$ cat src/rtl/touch_adc_responder.sv
// touch_adc_responder
//
// Synthesizable stand-in for an ADS7843-style touchscreen ADC. It sits at the far
// end of the touchpad serial link and answers the touchpad controller. It samples
// the chip select, serial clock and command stream, decodes the 8-bit control byte,
// drives BUSY, and shifts back a RES_W-bit result (or its upper 8 bits in 8-bit
// mode). All logic runs on cclk, so the serial pins are oversampled.
//
// Optional feature: define TOUCH_PENIRQ_EN to add pen_down / penirq_n.
//
// Parameters:
//   SYNC_STAGES  synchronizer depth on touch_clk, touch_csb and data_out (2 or 3)
//   RES_W        conversion result width (must be >= 8)
//
// Ports:
//   cclk        system clock; all logic on rising edge
//   rst         asynchronous active-high reset
//   touch_clk   serial clock from the controller (asynchronous to cclk)
//   touch_csb   active-low chip select from the controller
//   data_out    controller's serial command output (this block's DIN)
//   data_in     serial result to the controller (this block's DOUT)
//   touch_busy  conversion busy flag
//   x_val       result returned for X channel requests
//   y_val       result returned for Y channel requests
//   z_val       result returned for Z1 channel requests
//   pen_down    (TOUCH_PENIRQ_EN only) pen contact input
//   penirq_n    (TOUCH_PENIRQ_EN only) active-low pen interrupt, registered
//   cmd_byte    last complete control byte received
//   cmd_valid   one-cclk pulse when cmd_byte updates
module touch_adc_responder #(
  parameter int unsigned SYNC_STAGES = 2,
  parameter int unsigned RES_W       = 12
) (
  input  logic             cclk,
  input  logic             rst,
  input  logic             touch_clk,
  input  logic             touch_csb,
  input  logic             data_out,
  output logic             data_in,
  output logic             touch_busy,
  input  logic [RES_W-1:0] x_val,
  input  logic [RES_W-1:0] y_val,
  input  logic [RES_W-1:0] z_val,
`ifdef TOUCH_PENIRQ_EN
  input  logic             pen_down,
  output logic             penirq_n,
`endif
  output logic [7:0]       cmd_byte,
  output logic             cmd_valid
);

  localparam int unsigned CntW = $clog2(RES_W + 1);

  localparam logic [CntW-1:0] CntLastCmd = CntW'(7);
  localparam logic [CntW-1:0] CntFull    = CntW'(RES_W);
  localparam logic [CntW-1:0] CntByte    = CntW'(8);
  localparam logic [CntW-1:0] CntOne     = CntW'(1);

  typedef enum logic [2:0] {
    StIdle,
    StWaitStart,
    StCmd,
    StBusyWait,
    StBusy,
    StShift
  } state_e;

  // ---------------------------------------------------------------------------
  // Input synchronizers and serial clock edge detect
  // ---------------------------------------------------------------------------
  logic [SYNC_STAGES-1:0] clk_sync_q;
  logic [SYNC_STAGES-1:0] csb_sync_q;
  logic [SYNC_STAGES-1:0] din_sync_q;
  logic                   clk_prev_q;

  always_ff @(posedge cclk or posedge rst) begin
    if (rst) begin
      clk_sync_q <= '0;
      // Deselected out of reset so no spurious transaction starts.
      csb_sync_q <= '1;
      din_sync_q <= '0;
      clk_prev_q <= 1'b0;
    end else begin
      clk_sync_q <= {clk_sync_q[SYNC_STAGES-2:0], touch_clk};
      csb_sync_q <= {csb_sync_q[SYNC_STAGES-2:0], touch_csb};
      din_sync_q <= {din_sync_q[SYNC_STAGES-2:0], data_out};
      clk_prev_q <= clk_sync_q[SYNC_STAGES-1];
    end
  end

  logic clk_s;
  logic csb_s;
  logic din_s;
  logic clk_rise;
  logic clk_fall;

  assign clk_s    = clk_sync_q[SYNC_STAGES-1];
  assign csb_s    = csb_sync_q[SYNC_STAGES-1];
  assign din_s    = din_sync_q[SYNC_STAGES-1];
  assign clk_rise = clk_s & ~clk_prev_q;
  assign clk_fall = ~clk_s & clk_prev_q;

  // ---------------------------------------------------------------------------
  // Transaction state
  // ---------------------------------------------------------------------------
  state_e            state_q,     state_d;
  // Holds the seven most recent command bits; the eighth arrives with the final rise.
  logic [6:0]        cmd_sh_q,    cmd_sh_d;
  logic [CntW-1:0]   bitcnt_q,    bitcnt_d;
  logic [RES_W-1:0]  shadow_q,    shadow_d;
  logic              mode8_q,     mode8_d;
  logic              data_in_q,   data_in_d;
  logic              busy_q,      busy_d;
  logic [7:0]        cmd_byte_q,  cmd_byte_d;
  logic              cmd_valid_q, cmd_valid_d;

  always_ff @(posedge cclk or posedge rst) begin
    if (rst) begin
      state_q     <= StIdle;
      cmd_sh_q    <= '0;
      bitcnt_q    <= '0;
      shadow_q    <= '0;
      mode8_q     <= 1'b0;
      data_in_q   <= 1'b0;
      busy_q      <= 1'b0;
      cmd_byte_q  <= 8'h00;
      cmd_valid_q <= 1'b0;
    end else begin
      state_q     <= state_d;
      cmd_sh_q    <= cmd_sh_d;
      bitcnt_q    <= bitcnt_d;
      shadow_q    <= shadow_d;
      mode8_q     <= mode8_d;
      data_in_q   <= data_in_d;
      busy_q      <= busy_d;
      cmd_byte_q  <= cmd_byte_d;
      cmd_valid_q <= cmd_valid_d;
    end
  end

  // Command byte as it stands once the current DIN bit is shifted in.
  logic [7:0]       cmd_next;
  logic [RES_W-1:0] sel_val;

  assign cmd_next = {cmd_sh_q, din_s};

  always_comb begin
    sel_val = '0;
    case (cmd_next[6:4])
      3'b101:  sel_val = x_val;
      3'b001:  sel_val = y_val;
      3'b011:  sel_val = z_val;
      default: sel_val = '0;
    endcase
  end

  always_comb begin
    state_d     = state_q;
    cmd_sh_d    = cmd_sh_q;
    bitcnt_d    = bitcnt_q;
    shadow_d    = shadow_q;
    mode8_d     = mode8_q;
    data_in_d   = data_in_q;
    busy_d      = busy_q;
    cmd_byte_d  = cmd_byte_q;
    cmd_valid_d = 1'b0;

    if (csb_s) begin
      // Deselect overrides any clock edge seen in the same cycle and drops partial work.
      state_d   = StIdle;
      cmd_sh_d  = '0;
      bitcnt_d  = '0;
      data_in_d = 1'b0;
      busy_d    = 1'b0;
    end else begin
      unique case (state_q)
        StIdle: begin
          state_d = StWaitStart;
        end

        StWaitStart: begin
          // Leading zeros are skipped; the first 1 is the start bit (cmd bit 7).
          if (clk_rise && din_s) begin
            cmd_sh_d = 7'h01;
            bitcnt_d = CntOne;
            state_d  = StCmd;
          end
        end

        StCmd: begin
          if (clk_rise) begin
            cmd_sh_d = cmd_next[6:0];
            bitcnt_d = bitcnt_q + CntOne;
            if (bitcnt_q == CntLastCmd) begin
              cmd_valid_d = 1'b1;
              cmd_byte_d  = cmd_next;
              // Shadow the result so later x/y/z changes cannot corrupt the reply.
              shadow_d    = sel_val;
              mode8_d     = cmd_next[3];
              bitcnt_d    = '0;
              state_d     = StBusyWait;
            end
          end
        end

        StBusyWait: begin
          if (clk_fall) begin
            busy_d  = 1'b1;
            state_d = StBusy;
          end
        end

        StBusy: begin
          if (clk_fall) begin
            busy_d    = 1'b0;
            data_in_d = shadow_q[RES_W-1];
            shadow_d  = shadow_q << 1;
            bitcnt_d  = CntOne;
            state_d   = StShift;
          end
        end

        StShift: begin
          // 8-bit mode sends only the first eight bits shifted out, i.e. the upper byte.
          if (clk_fall) begin
            if (bitcnt_q == (mode8_q ? CntByte : CntFull)) begin
              data_in_d = 1'b0;
              bitcnt_d  = '0;
              shadow_d  = '0;
              state_d   = StWaitStart;
            end else begin
              data_in_d = shadow_q[RES_W-1];
              shadow_d  = shadow_q << 1;
              bitcnt_d  = bitcnt_q + CntOne;
            end
          end
        end

        default: begin
          state_d = StIdle;
        end
      endcase
    end
  end

  assign data_in    = data_in_q;
  assign touch_busy = busy_q;
  assign cmd_byte   = cmd_byte_q;
  assign cmd_valid  = cmd_valid_q;

`ifdef TOUCH_PENIRQ_EN
  // Pen interrupt is only reported while idle and the last command selected PD=00.
  logic penirq_n_q;

  always_ff @(posedge cclk or posedge rst) begin
    if (rst) begin
      penirq_n_q <= 1'b1;
    end else if ((state_q == StIdle || state_q == StWaitStart) && cmd_byte_q[1:0] == 2'b00) begin
      penirq_n_q <= ~pen_down;
    end else begin
      penirq_n_q <= 1'b1;
    end
  end

  assign penirq_n = penirq_n_q;
`endif

endmodule

$ cat config.mk
export PLATFORM = sky130hd
export DESIGN_NAME = touch_adc_responder
export DESIGN_NICKNAME = d
export VERILOG_FILES = /design/src/rtl/touch_adc_responder.sv
export SDC_FILE = /design/constraint.sdc
export NUM_CORES = 1
export LEC_CHECK = 0
export BUFFER_PORTS_ARGS = -buffer_cell sky130_fd_sc_hd__buf_2
export CORE_ASPECT_RATIO = 0.9
export CORE_UTILIZATION = 60
export CTS_BUF_LIST = sky130_fd_sc_hd__clkbuf_8
export DETAILED_ROUTE_END_ITERATION = 6
export MAX_ROUTING_LAYER = met4
export PLACE_DENSITY = 0.95
export SYNTH_ARGS = -nofsm -noshare
export SYNTH_HDL_FRONTEND = slang
export SYNTH_SLANG_ARGS = --single-unit
$ cat constraint.sdc
create_clock -name cclk -period 3.9 [get_ports cclk]
set_input_delay 0.585 -clock cclk [delete_from_list [all_inputs] [get_ports cclk]]
set_output_delay 0.585 -clock cclk [all_outputs]
set_load 0.01 [all_outputs]
==> out/metrics.csv, run 1 <==
stage,metric,value,unit
status,status,completed,
clock_tree,CTS tree,built,
setup_path,Crit Reg-Reg Endpoint,shadow_q[11]$_DFFE_PP0P_,
finish,fin nets,310,
setup_path,Worst setup EP type,flip-flop,
timing,min Tclk post-route,2.179,ns
finish,"commonest non-fill, non-tap cells in the layout","buf_2, dfrtp_1, nor2_1",
setup_path,Crit path arrival time,2.41,ns
grt,initial antenna violation count,0,
drt,ANT nets after route,0,
place,pre-CTS WS,1.856,ns
clock_tree,CTS Buffer Depth,2,
setup_path,CP Cell Sequence,"or3b_4, nor2_2, nand4_1, nor2_1, a221o_1",
die,Die Wd,66.11,um
timing,Slew Limit Fails,0,
setup_path,master of the slowest instance on the critical path,dfrtp_1,
drt,DRC Markers,0,
setup_path,Worst R2R Setup Slack,1.72,ns
drt,total number of vias,1888,
drt,average wire per standard cell,16.12,um
yosys,Async SR Flop Fraction,1.000,
setup_path,CP endpoint,shadow_q[11]$_DFFE_PP0P_,
die,Starting Density,0.6428,
drt,Initial DRT Pass Iterations,4,
die,row cnt,20,
finish,share of cells above drive strength 1,0.2799,
pwr,worst IR drop on VDD,0.0005374,V
yosys,sequential area share after synthesis,0.4972,
grt,number of global-route vias before repair,1686,
timing,Final WS setup,1.721,ns
pwr,PD cells,472.5,mW/mm^2
yosys,Cells after Synth,221,
clock_tree,number of H-tree levels,2,
clock_tree,cts bufs inserted,5,
clock_tree,hold_buf cts,0,
timing,Worst Tran Pin Value,0.8895,ns
setup_path,cell count along the critical path,5,
yosys,unique cell type count in the Yosys netlist,48,
place,hpwl dp,3.473,mm
flow_run,# Max-Cap Violations,0,
setup_path,Worst Path Buf+Inv,0,
grt,GRT overflow,0,
die,core area,0.003453,sq mm
clock_tree,CTS Root Cell,clkbuf_8,
worst_hold_path,min-delay worst type,reg2reg,
clock_tree,postcts setup bufs,0,
timing,final setup fails,0,
timing,hold_ws,0.3631,ns
pwr,combinational fraction of design power,0.194,
clock_tree,CTS Sinks,44,
pwr,internal power,0.8632,mW
setup_path,CP startpoint,state_q[1]$_DFFE_PP0P_,
yosys,Syn Std Cell Area,0.002220,sq mm
finish,"commonest non-fill, non-tap cell in the layout",buf_2,
pwr,Net Switching,0.3677,mW
setup_path,kind of critical path,reg2reg,
die,die area,0.003947,sq mm
finish,diode count,0,
pwr,Clock power frac,0.300,
setup_path,"CP delay by family, top",simple AND/OR/NAND/NOR gates,
timing,clock skew,0.006374,ns
pwr,register share of total power,0.506,
timing,final cycle utilization of the critical path,0.5586,
setup_path,startpoint types,flip-flop,
setup_path,Critical Path Fanout Max,15,
setup_path,Reg2Reg Depth,5,
setup_path,RR Startpoint,state_q[1]$_DFFE_PP0P_,
timing,maximum clock frequency,459.0,MHz
timing,Slew headroom,0.4044,
timing,setup_tns,0,ns
drt,total wire length,5.028,mm
pwr,leakage power total,1.241,nW
die,Die Span Y,59.70,um
clock_tree,Clock Pin Slew Worst Setup and Hold Paths,0.08,ns
timing,RSZ-0062 raised after global routing,false,
yosys,most common flop cell mapped by yosys,dfrtp_1,
clock_tree,Worst-Skew Late Latency,0.30,ns
setup_path,biggest cell delay along the critical path,0.59,ns
pwr,Sw Ratio,0.2987,
die,# IOs,52,
place,Port Buf Inserts,51,
place,routability cong.,0.8327,
grt,first-pass GRT wire length,7.769,mm
timing,Final Hold Viols,0,
yosys,Ys Warns,0,
drt,DR vias/cell,6.051,
yosys,Mean Syn Cell Area,10.04,sq um
drt,First DRT Iteration DRCs,156,
grt,largest net degree at the start of global routing,45,
clock_tree,PostCTS Resize Cnt,0,
finish,synthesis-to-layout area growth,17.36,%
yosys,#FFs+latches synth,44,
yosys,Syn Nets,264,
setup_path,CP required,4.14,ns
grt,Total GRT Usage,0.2799,
yosys,"EDFF count, synth",0,
## cell type report
| cell class | count | area [sq um] |
|---|---|---|
| clock buffer | 6 | 82.58 |
| clock inverter | 2 | 38.79 |
| fill | 234 | 848.3 |
| inverter | 6 | 22.52 |
| multi-input combinational | 158 | 1040 |
| sequential | 44 | 1104 |
| tap | 44 | 55.05 |
| timing repair buffer | 52 | 262.8 |
## power by group through the flow
| stage | combinational, mW | clock [mW] | sequential [mW] |
|---|---|---|---|
| 2_1_floorplan | 0.197 | 0 | 0.588 |
| 3_3_place_gp | 0.221 | 0 | 0.622 |
| 3_5_place_dp | 0.233 | 0 | 0.626 |
| 4_1_cts | 0.238 | 0.372 | 0.621 |
| 5_1_grt | 0.267 | 0.393 | 0.634 |
| 6_report | 0.239 | 0.369 | 0.623 |
## sequential cells by signal, summed over array words and instances, names as in the netlist
name	flops
cmd_byte	8
state_q	3
clk_sync_q	2
shadow_q	12
data_in	1
clk_prev_q	1
cmd_valid	1
bitcnt_q	4
csb_sync_q	2
din_sync_q	2
touch_busy	1
cmd_sh_q	7
## metrics by stage
step	utilization	instances	area, sq um	total power [mW]
6_report	0.7543	312	2605	1.231
4_1_cts	0.7543	312	2605	1.230
3_3_place_gp	0.7192	304	2484	0.8430
3_5_place_dp	0.7192	304	2484	0.8596
5_1_grt	0.7543	312	2605	1.295
2_1_floorplan	-	221	2220	0.7858
## cells in the mapped netlist, types with 2 or more instances
cell type,n,area (sq um)
inv_1,6,22.52
dfstp_2,2,52.55
nand2_1,12,45.04
o211ai_1,2,15.01
nand3b_1,3,22.52
nor2_2,2,12.51
nor2_1,23,86.33
o21ai_1,11,55.05
a31oi_1,2,12.51
mux2_2,8,90.09
nand2b_1,7,43.79
o21ai_0,8,40.04
nand4_1,2,12.51
dfrtp_1,42,1051
nor2b_1,3,18.77
clkbuf_1,10,37.54
a221o_1,2,20.02
a21oi_1,16,80.08
a22oi_1,10,75.07
mux2i_1,12,120.1
ha_1,2,25.02
nand3_1,3,15.01
a22o_1,8,70.07
## routing by layer
layer | vias to the layer above | GRT usage | routed length [um]
li1 | 903 | - | -
met1 | 920 | 0.3728 | 2215
met2 | 56 | 0.4184 | 2483
met3 | 9 | 0.07252 | 252
met4 | 0 | 0.09726 | 76
met5 | - | - | 0
## cells by family after synthesis
group           Yosys count  share of synthesized area
flops                    44                     0.4972
buf+inv                  19                    0.03438
simple gates             65                     0.1505
mux                      20                    0.09471
compound gates           70                     0.2080
xor+xnor                  1                   0.003947
fa+ha+maj                 2                    0.01127
## worst min-delay path by stage
stage	from	end	slack, ns	cells after the start
3_3_place_gp	clk_sync_q[0]$_DFF_PP0_	clk_sync_q[1]$_DFF_PP0_	0.33	0
2_1_floorplan	clk_sync_q[0]$_DFF_PP0_	clk_sync_q[1]$_DFF_PP0_	0.33	0
4_1_cts	csb_sync_q[0]$_DFF_PP1_	csb_sync_q[1]$_DFF_PP1_	0.37	0
6_report	csb_sync_q[0]$_DFF_PP1_	csb_sync_q[1]$_DFF_PP1_	0.36	0
5_1_grt	touch_csb	csb_sync_q[0]$_DFF_PP1_	0.37	1
3_5_place_dp	clk_sync_q[0]$_DFF_PP0_	clk_sync_q[1]$_DFF_PP0_	0.34	0
No activity file was read; power rests on OpenSTA's default activity.
==> run 2, diff against run 1 <==
--- a/config.mk
+++ b/config.mk
@@ -7,11 +7,11 @@
 export LEC_CHECK = 0
 export BUFFER_PORTS_ARGS = -buffer_cell sky130_fd_sc_hd__buf_2
 export CORE_ASPECT_RATIO = 0.9
-export CORE_UTILIZATION = 60
+export CORE_UTILIZATION = 55
 export CTS_BUF_LIST = sky130_fd_sc_hd__clkbuf_8
 export DETAILED_ROUTE_END_ITERATION = 6
 export MAX_ROUTING_LAYER = met4
-export PLACE_DENSITY = 0.95
+export PLACE_DENSITY = 0.88
 export SYNTH_ARGS = -nofsm -noshare
 export SYNTH_HDL_FRONTEND = slang
 export SYNTH_SLANG_ARGS = --single-unit
==> constraint.sdc (replaced) <==
create_clock -name cclk -period 2.2 [get_ports cclk]
set_input_delay 0.33 -clock cclk [delete_from_list [all_inputs] [get_ports cclk]]
set_output_delay 0.33 -clock cclk [all_outputs]
set_load 0.01 [all_outputs]
==> out/metrics.csv, run 2 (synthesis results as in run 1) <==
stage,metric,value,unit,change
place,Port Buf Inserts,51,,unchanged
setup_path,startpoint types,flip-flop,,
finish,Layout fillers,285,,+22%
grt,initial antenna violation count,0,,unchanged
die,die area,0.004294,sq mm,+8.8%
pwr,leakage power total,1.292,nW,+4.1%
timing,RSZ-0062 raised after global routing,false,,
clock_tree,postcts setup bufs,0,,unchanged
clock_tree,cts bufs inserted,5,,unchanged
place,DP Area,0.002561,sq mm,+3.1%
die,core area,0.003784,sq mm,+9.6%
drt,DR vias/cell,5.978,,-1.2%
clock_tree,Clock Pin Slew Worst Setup and Hold Paths,0.08,ns,about the same
worst_hold_path,min-delay worst type,in2reg,,
finish,"commonest non-fill, non-tap cell in the layout",buf_2,,
clock_tree,PostCTS Resize Cnt,0,,unchanged
drt,total wire length,5.199,mm,+3.4%
die,# IOs,52,,unchanged
grt,Total GRT Usage,0.2760,,-0.003862
clock_tree,CTS tree,built,,
place,hpwl dp,3.713,mm,+6.9%
die,Die Span Y,62.27,um,+4.3%
drt,average wire per standard cell,16.05,um,-0.43%
timing,setup_tns,0,ns,unchanged
timing,Slew headroom,0.4211,,+0.01673
setup_path,Crit path arrival time,2.23,ns,-0.18 ns
clock_tree,CTS Buffer Depth,2,,unchanged
drt,DRC Markers,0,,unchanged
timing,hold_ws,0.1109,ns,-0.2522 ns
setup_path,CP required,2.43,ns,-1.71 ns
timing,Worst Tran Pin Value,0.8646,ns,-0.02499 ns
finish,max FFs per register,12,,unchanged
finish,synthesis-to-layout area growth,20.86,%,
drt,ANT nets after route,0,,unchanged
clock_tree,CTS Root Cell,clkbuf_8,,
timing,min Tclk post-route,2.000,ns,-0.1789 ns
timing,Slew Limit Fails,0,,unchanged
setup_path,kind of critical path,reg2reg,,
clock_tree,CTS Sinks,44,,unchanged
flow_run,# Max-Cap Violations,0,,unchanged
status,status,completed,,
setup_path,Worst setup EP type,flip-flop,,
timing,final setup fails,0,,unchanged
timing,final cycle utilization of the critical path,0.9090,,+0.3503
timing,maximum clock frequency,500.1,MHz,+8.9%
timing,Final Hold Viols,0,,unchanged
die,row cnt,21,,+5.0%
finish,Top reg by flops,shadow_q,,
clock_tree,Worst-Skew Late Latency,0.31,ns,about the same
drt,First DRT Iteration DRCs,113,,-28%
finish,fin area,0.002683,sq mm,+3.0%
finish,share of cells above drive strength 1,0.3058,,+0.02590
finish,"commonest non-fill, non-tap cells in the layout","buf_2, dfrtp_1, nor2_1",,
clock_tree,number of H-tree levels,2,,unchanged
place,routability cong.,0.8395,,+0.82%
finish,fin nets,320,,+3.2%
timing,clock skew,0.004645,ns,-0.001729 ns
pwr,PD cells,827.3,mW/mm^2,+75%
finish,fin util,0.7090,,-0.04535
finish,diode count,0,,unchanged
grt,largest net degree at the start of global routing,45,,unchanged
grt,number of global-route vias before repair,1858,,+10%
clock_tree,hold_buf cts,0,,unchanged
setup_path,Critical Path Fanout Max,12,,-3
drt,Initial DRT Pass Iterations,4,,unchanged
die,Starting Density,0.5866,,-0.05611
pwr,worst IR drop on VDD,0.0005265,V,-2.0%
grt,GRT overflow,0,,unchanged
die,Die Wd,68.97,um,+4.3%
drt,total number of vias,1937,,+2.6%
grt,first-pass GRT wire length,8.459,mm,+8.9%
==> run 2: changes by cell type in the layout (fill, tap and decap cells not counted) <==
cell,change
buf_4,+10
==> run 2: power by group <==
part	internal [mW]	leakage [nW]	switching, mW
Combinational	0.229	0.671	0.261
Sequential	0.954	0.560	0.119
Clock	0.371	0.0614	0.286
Total	1.55	1.29	0.665
==> run 2: layer usage <==
metal / part of all wire / GRT usage / wire, um
met5: 0 / - / 0
met4: 0.021 / 0.1276 / 108
met3: 0.063 / 0.05515 / 326
met2: 0.48 / 0.3981 / 2497
met1: 0.44 / 0.3706 / 2266
==> run 2: worst paths after layout <==
path | endpoint | slack, ns | depth (start not counted) | startpoint
setup / recovery | shadow_q[4]$_DFFE_PP0P_ | 0.20 | 6 | bitcnt_q[0]$_DFFE_PP0P_
hold / removal | csb_sync_q[0]$_DFF_PP1_ | 0.11 | 1 | touch_csb
setup reg to reg | shadow_q[4]$_DFFE_PP0P_ | 0.20 | 6 | bitcnt_q[0]$_DFFE_PP0P_
hold reg to reg | din_sync_q[1]$_DFF_PP0_ | 0.36 | 0 | din_sync_q[0]$_DFF_PP0_
max in group asynchronous | csb_sync_q[1]$_DFF_PP1_ | 1.69 | 3 | rst
min in group asynchronous | cmd_sh_q[6]$_DFFE_PP0P_ | 0.14 | 3 | rst
==> run 2: cell type report <==
type / count / area [sq um] / share of cell area
sequential: 44 / 1104 / 0.4114
inverter: 6 / 22.52 / 0.008396
multi-input combinational: 158 / 1040 / 0.3876
timing repair buffer: 62 / 337.8 / 0.1259
clock inverter: 2 / 38.79 / 0.01446
clock buffer: 6 / 82.58 / 0.03078
tap: 46 / 57.56 / 0.02146
==> run 2: worst max-delay path, stage by stage (launching register included) <==
cell	delay [ns]
dfrtp_1	0.43
ha_1	0.24
nand3b_1	0.14
nor2_2	0.07
o211ai_1	0.69
a22oi_1	0.20
o21ai_1	0.16
==> run 2: metrics by stage <==
| step | setup slack (ns) | cells | total power [mW] |
|---|---|---|---|
| global route | 0.05672 | 324 | 2.328 |
| detailed placement | 0.2104 | 316 | 1.557 |
| finish | 0.2002 | 324 | 2.219 |
| CTS | 0.1996 | 324 | 2.210 |
| global placement | 0.3328 | 316 | 1.529 |
| floorplan | 0.4890 | 221 | 1.393 |
==> run 3, diff against run 2 <==
--- a/config.mk
+++ b/config.mk
@@ -12,6 +12,7 @@
 export DETAILED_ROUTE_END_ITERATION = 6
 export MAX_ROUTING_LAYER = met4
 export PLACE_DENSITY = 0.88
+export REMOVE_ABC_BUFFERS = 1
 export SYNTH_ARGS = -nofsm -noshare
 export SYNTH_HDL_FRONTEND = slang
 export SYNTH_SLANG_ARGS = --single-unit
==> constraint.sdc (replaced) <==
create_clock -name cclk -period 2.1 [get_ports cclk]
set_input_delay 0.315 -clock cclk [delete_from_list [all_inputs] [get_ports cclk]]
set_output_delay 0.315 -clock cclk [all_outputs]
set_load 0.01 [all_outputs]
==> out/metrics.csv, run 3 (synthesis results as in run 1) <==
stage,metric,value,unit,change
status,status,completed,,
worst_hold_path,min-delay worst type,in2reg,,
die,row cnt,21,,unchanged
drt,total number of vias,1904,,-1.7%
clock_tree,number of H-tree levels,2,,unchanged
timing,maximum clock frequency,515.7,MHz,+3.1%
die,Die Span Y,62.27,um,unchanged
clock_tree,Worst-Skew Late Latency,0.30,ns,about the same
die,core area,0.003784,sq mm,unchanged
setup_path,CP Cell Sequence,"nand2b_1, a311oi_1, a21oi_1, nand2_1, a221o_1",,
pwr,leakage power total,1.279,nW,-1.0%
die,Starting Density,0.5866,,unchanged
setup_path,Worst setup EP type,flip-flop,,
timing,Slew Limit Fails,0,,unchanged
worst_hold_path,hold path start,touch_csb,,
die,die area,0.004294,sq mm,unchanged
timing,final cycle utilization of the critical path,0.9235,,+0.01449
finish,fin nets,321,,+0.31%
timing,Final Hold Viols,0,,unchanged
setup_path,master of the slowest instance on the critical path,dfstp_2,,
clock_tree,hold_buf cts,0,,unchanged
timing,Worst Tran Pin Value,0.5046,ns,-0.3599 ns
grt,first-pass GRT wire length,7.900,mm,-6.6%
drt,ANT nets after route,0,,unchanged
drt,DRC Markers,0,,unchanged
timing,final setup fails,0,,unchanged
timing,RSZ-0062 raised after global routing,false,,
finish,"commonest non-fill, non-tap cells in the layout","buf_2, dfrtp_1, nor2_1",,
setup_path,RR Startpoint,csb_sync_q[1]$_DFF_PP1_,,
finish,diode count,0,,unchanged
setup_path,startpoint types,flip-flop,,
clock_tree,CTS Sinks,44,,unchanged
clock_tree,CTS Root Cell,clkbuf_8,,
timing,clock skew,0.007733,ns,+0.003087 ns
grt,largest net degree at the start of global routing,45,,unchanged
finish,share of cells above drive strength 1,0.3118,,+0.006073
drt,total wire length,4.659,mm,-10%
die,Die Wd,68.97,um,unchanged
setup_path,Critical Path Fanout Max,10,,-2
finish,"commonest non-fill, non-tap cell in the layout",buf_2,,
timing,Slew headroom,0.6549,,+0.2338
pwr,PD cells,802.7,mW/mm^2,-3.0%
place,hpwl dp,3.461,mm,-6.8%
setup_path,CP required,2.28,ns,-0.15 ns
clock_tree,CTS tree,built,,
timing,setup_tns,0,ns,unchanged
die,# IOs,52,,unchanged
drt,DR vias/cell,5.858,,-2.0%
timing,min Tclk post-route,1.939,ns,-0.06048 ns
finish,max FFs per register,12,,unchanged
clock_tree,Clock Pin Slew Worst Setup and Hold Paths,0.07,ns,about the same
pwr,overall power,2.135,mW,-3.8%
drt,average wire per standard cell,14.34,um,-11%
clock_tree,CTS Buffer Depth,2,,unchanged
setup_path,kind of critical path,reg2reg,,
grt,initial antenna violation count,0,,unchanged
finish,synthesis-to-layout area growth,19.84,%,
place,Port Buf Inserts,51,,unchanged
drt,First DRT Iteration DRCs,148,,+31%
drt,Initial DRT Pass Iterations,4,,unchanged
finish,fin util,0.7030,,-0.005953
clock_tree,cts bufs inserted,5,,unchanged
finish,Layout fillers,305,,+7.0%
grt,number of global-route vias before repair,1777,,-4.4%
flow_run,# Max-Cap Violations,0,,unchanged
grt,GRT overflow,0,,unchanged
setup_path,Crit path arrival time,2.12,ns,-0.11 ns
pwr,worst IR drop on VDD,0.0005749,V,+9.2%
grt,Total GRT Usage,0.2543,,-0.02177
setup_path,biggest cell delay along the critical path,0.66,ns,-0.03 ns
finish,Top reg by flops,shadow_q,,
place,routability cong.,0.8510,,+1.4%
setup_path,CP startpoint,csb_sync_q[1]$_DFF_PP1_,,
==> run 3: final timing paths <==
kind | depth (start not counted) | slack (ns) | end
worst max-delay path | 5 | 0.16 | state_q[0]$_DFFE_PP0P_
min in group asynchronous | 3 | 0.14 | cmd_sh_q[6]$_DFFE_PP0P_
worst min register to register | 0 | 0.36 | csb_sync_q[1]$_DFF_PP1_
max in group asynchronous | 3 | 1.56 | state_q[0]$_DFFE_PP0P_
worst max register to register | 5 | 0.16 | state_q[0]$_DFFE_PP0P_
worst min-delay path | 1 | 0.11 | csb_sync_q[0]$_DFF_PP1_
==> run 3: cell type report <==
type | instances | area [sq um] | share of cell area
Inverter | 6 | 22.52 | 0.008467
Clock buffer | 5 | 68.82 | 0.02587
Multi-Input combinational cell | 158 | 1045 | 0.3928
Sequential cell | 44 | 1105 | 0.4153
Timing Repair Buffer | 63 | 345.3 | 0.1298
Tap cell | 46 | 57.56 | 0.02164
Clock inverter | 3 | 16.27 | 0.006115
==> run 3: per-stage QoR <==
| step | hold slack, ns | instances | instance area, sq um | worst slack [ns] |
|---|---|---|---|---|
| 6_report | 0.1122 | 325 | 2660 | 0.1607 |
| 5_1_grt | 0.09647 | 325 | 2660 | 0.07000 |
| 4_1_cts | 0.1080 | 324 | 2646 | 0.04464 |
| 3_5_place_dp | 0.3427 | 316 | 2561 | 0.04404 |
| 3_3_place_gp | 0.3315 | 316 | 2561 | 0.1440 |
| 2_1_floorplan | 0.3195 | 208 | 2166 | 0.2709 |
==> run 3: worst max-delay path, delay by kind of cell (launching register included) <==
family,cells,cell delay (ns)
compound gates,3,0.84
simple gates,2,0.32
flops,1,0.66
==> run 3: what timing repair did <==
action	CTS	global route
buffers inserted	0	1
gates resized for setup	0	2
setup endpoints to repair	0	15
==> run 3: routing by layer <==
metal | vias up | routed length, um | track usage
li1 | 917 | - | -
met1 | 914 | 2178 | 0.3415
met2 | 63 | 2194 | 0.3701
met3 | 10 | 221 | 0.05515
met4 | 0 | 64 | 0.1046
met5 | - | 0 | -
==> run 3: power by group <==
| part | total [mW] | internal [mW] | switching, mW |
|---|---|---|---|
| registers | 1.14 | 1.00 | 0.139 |
| logic | 0.486 | 0.238 | 0.248 |
| clock network | 0.508 | 0.227 | 0.280 |
| total | 2.14 | 1.47 | 0.668 |
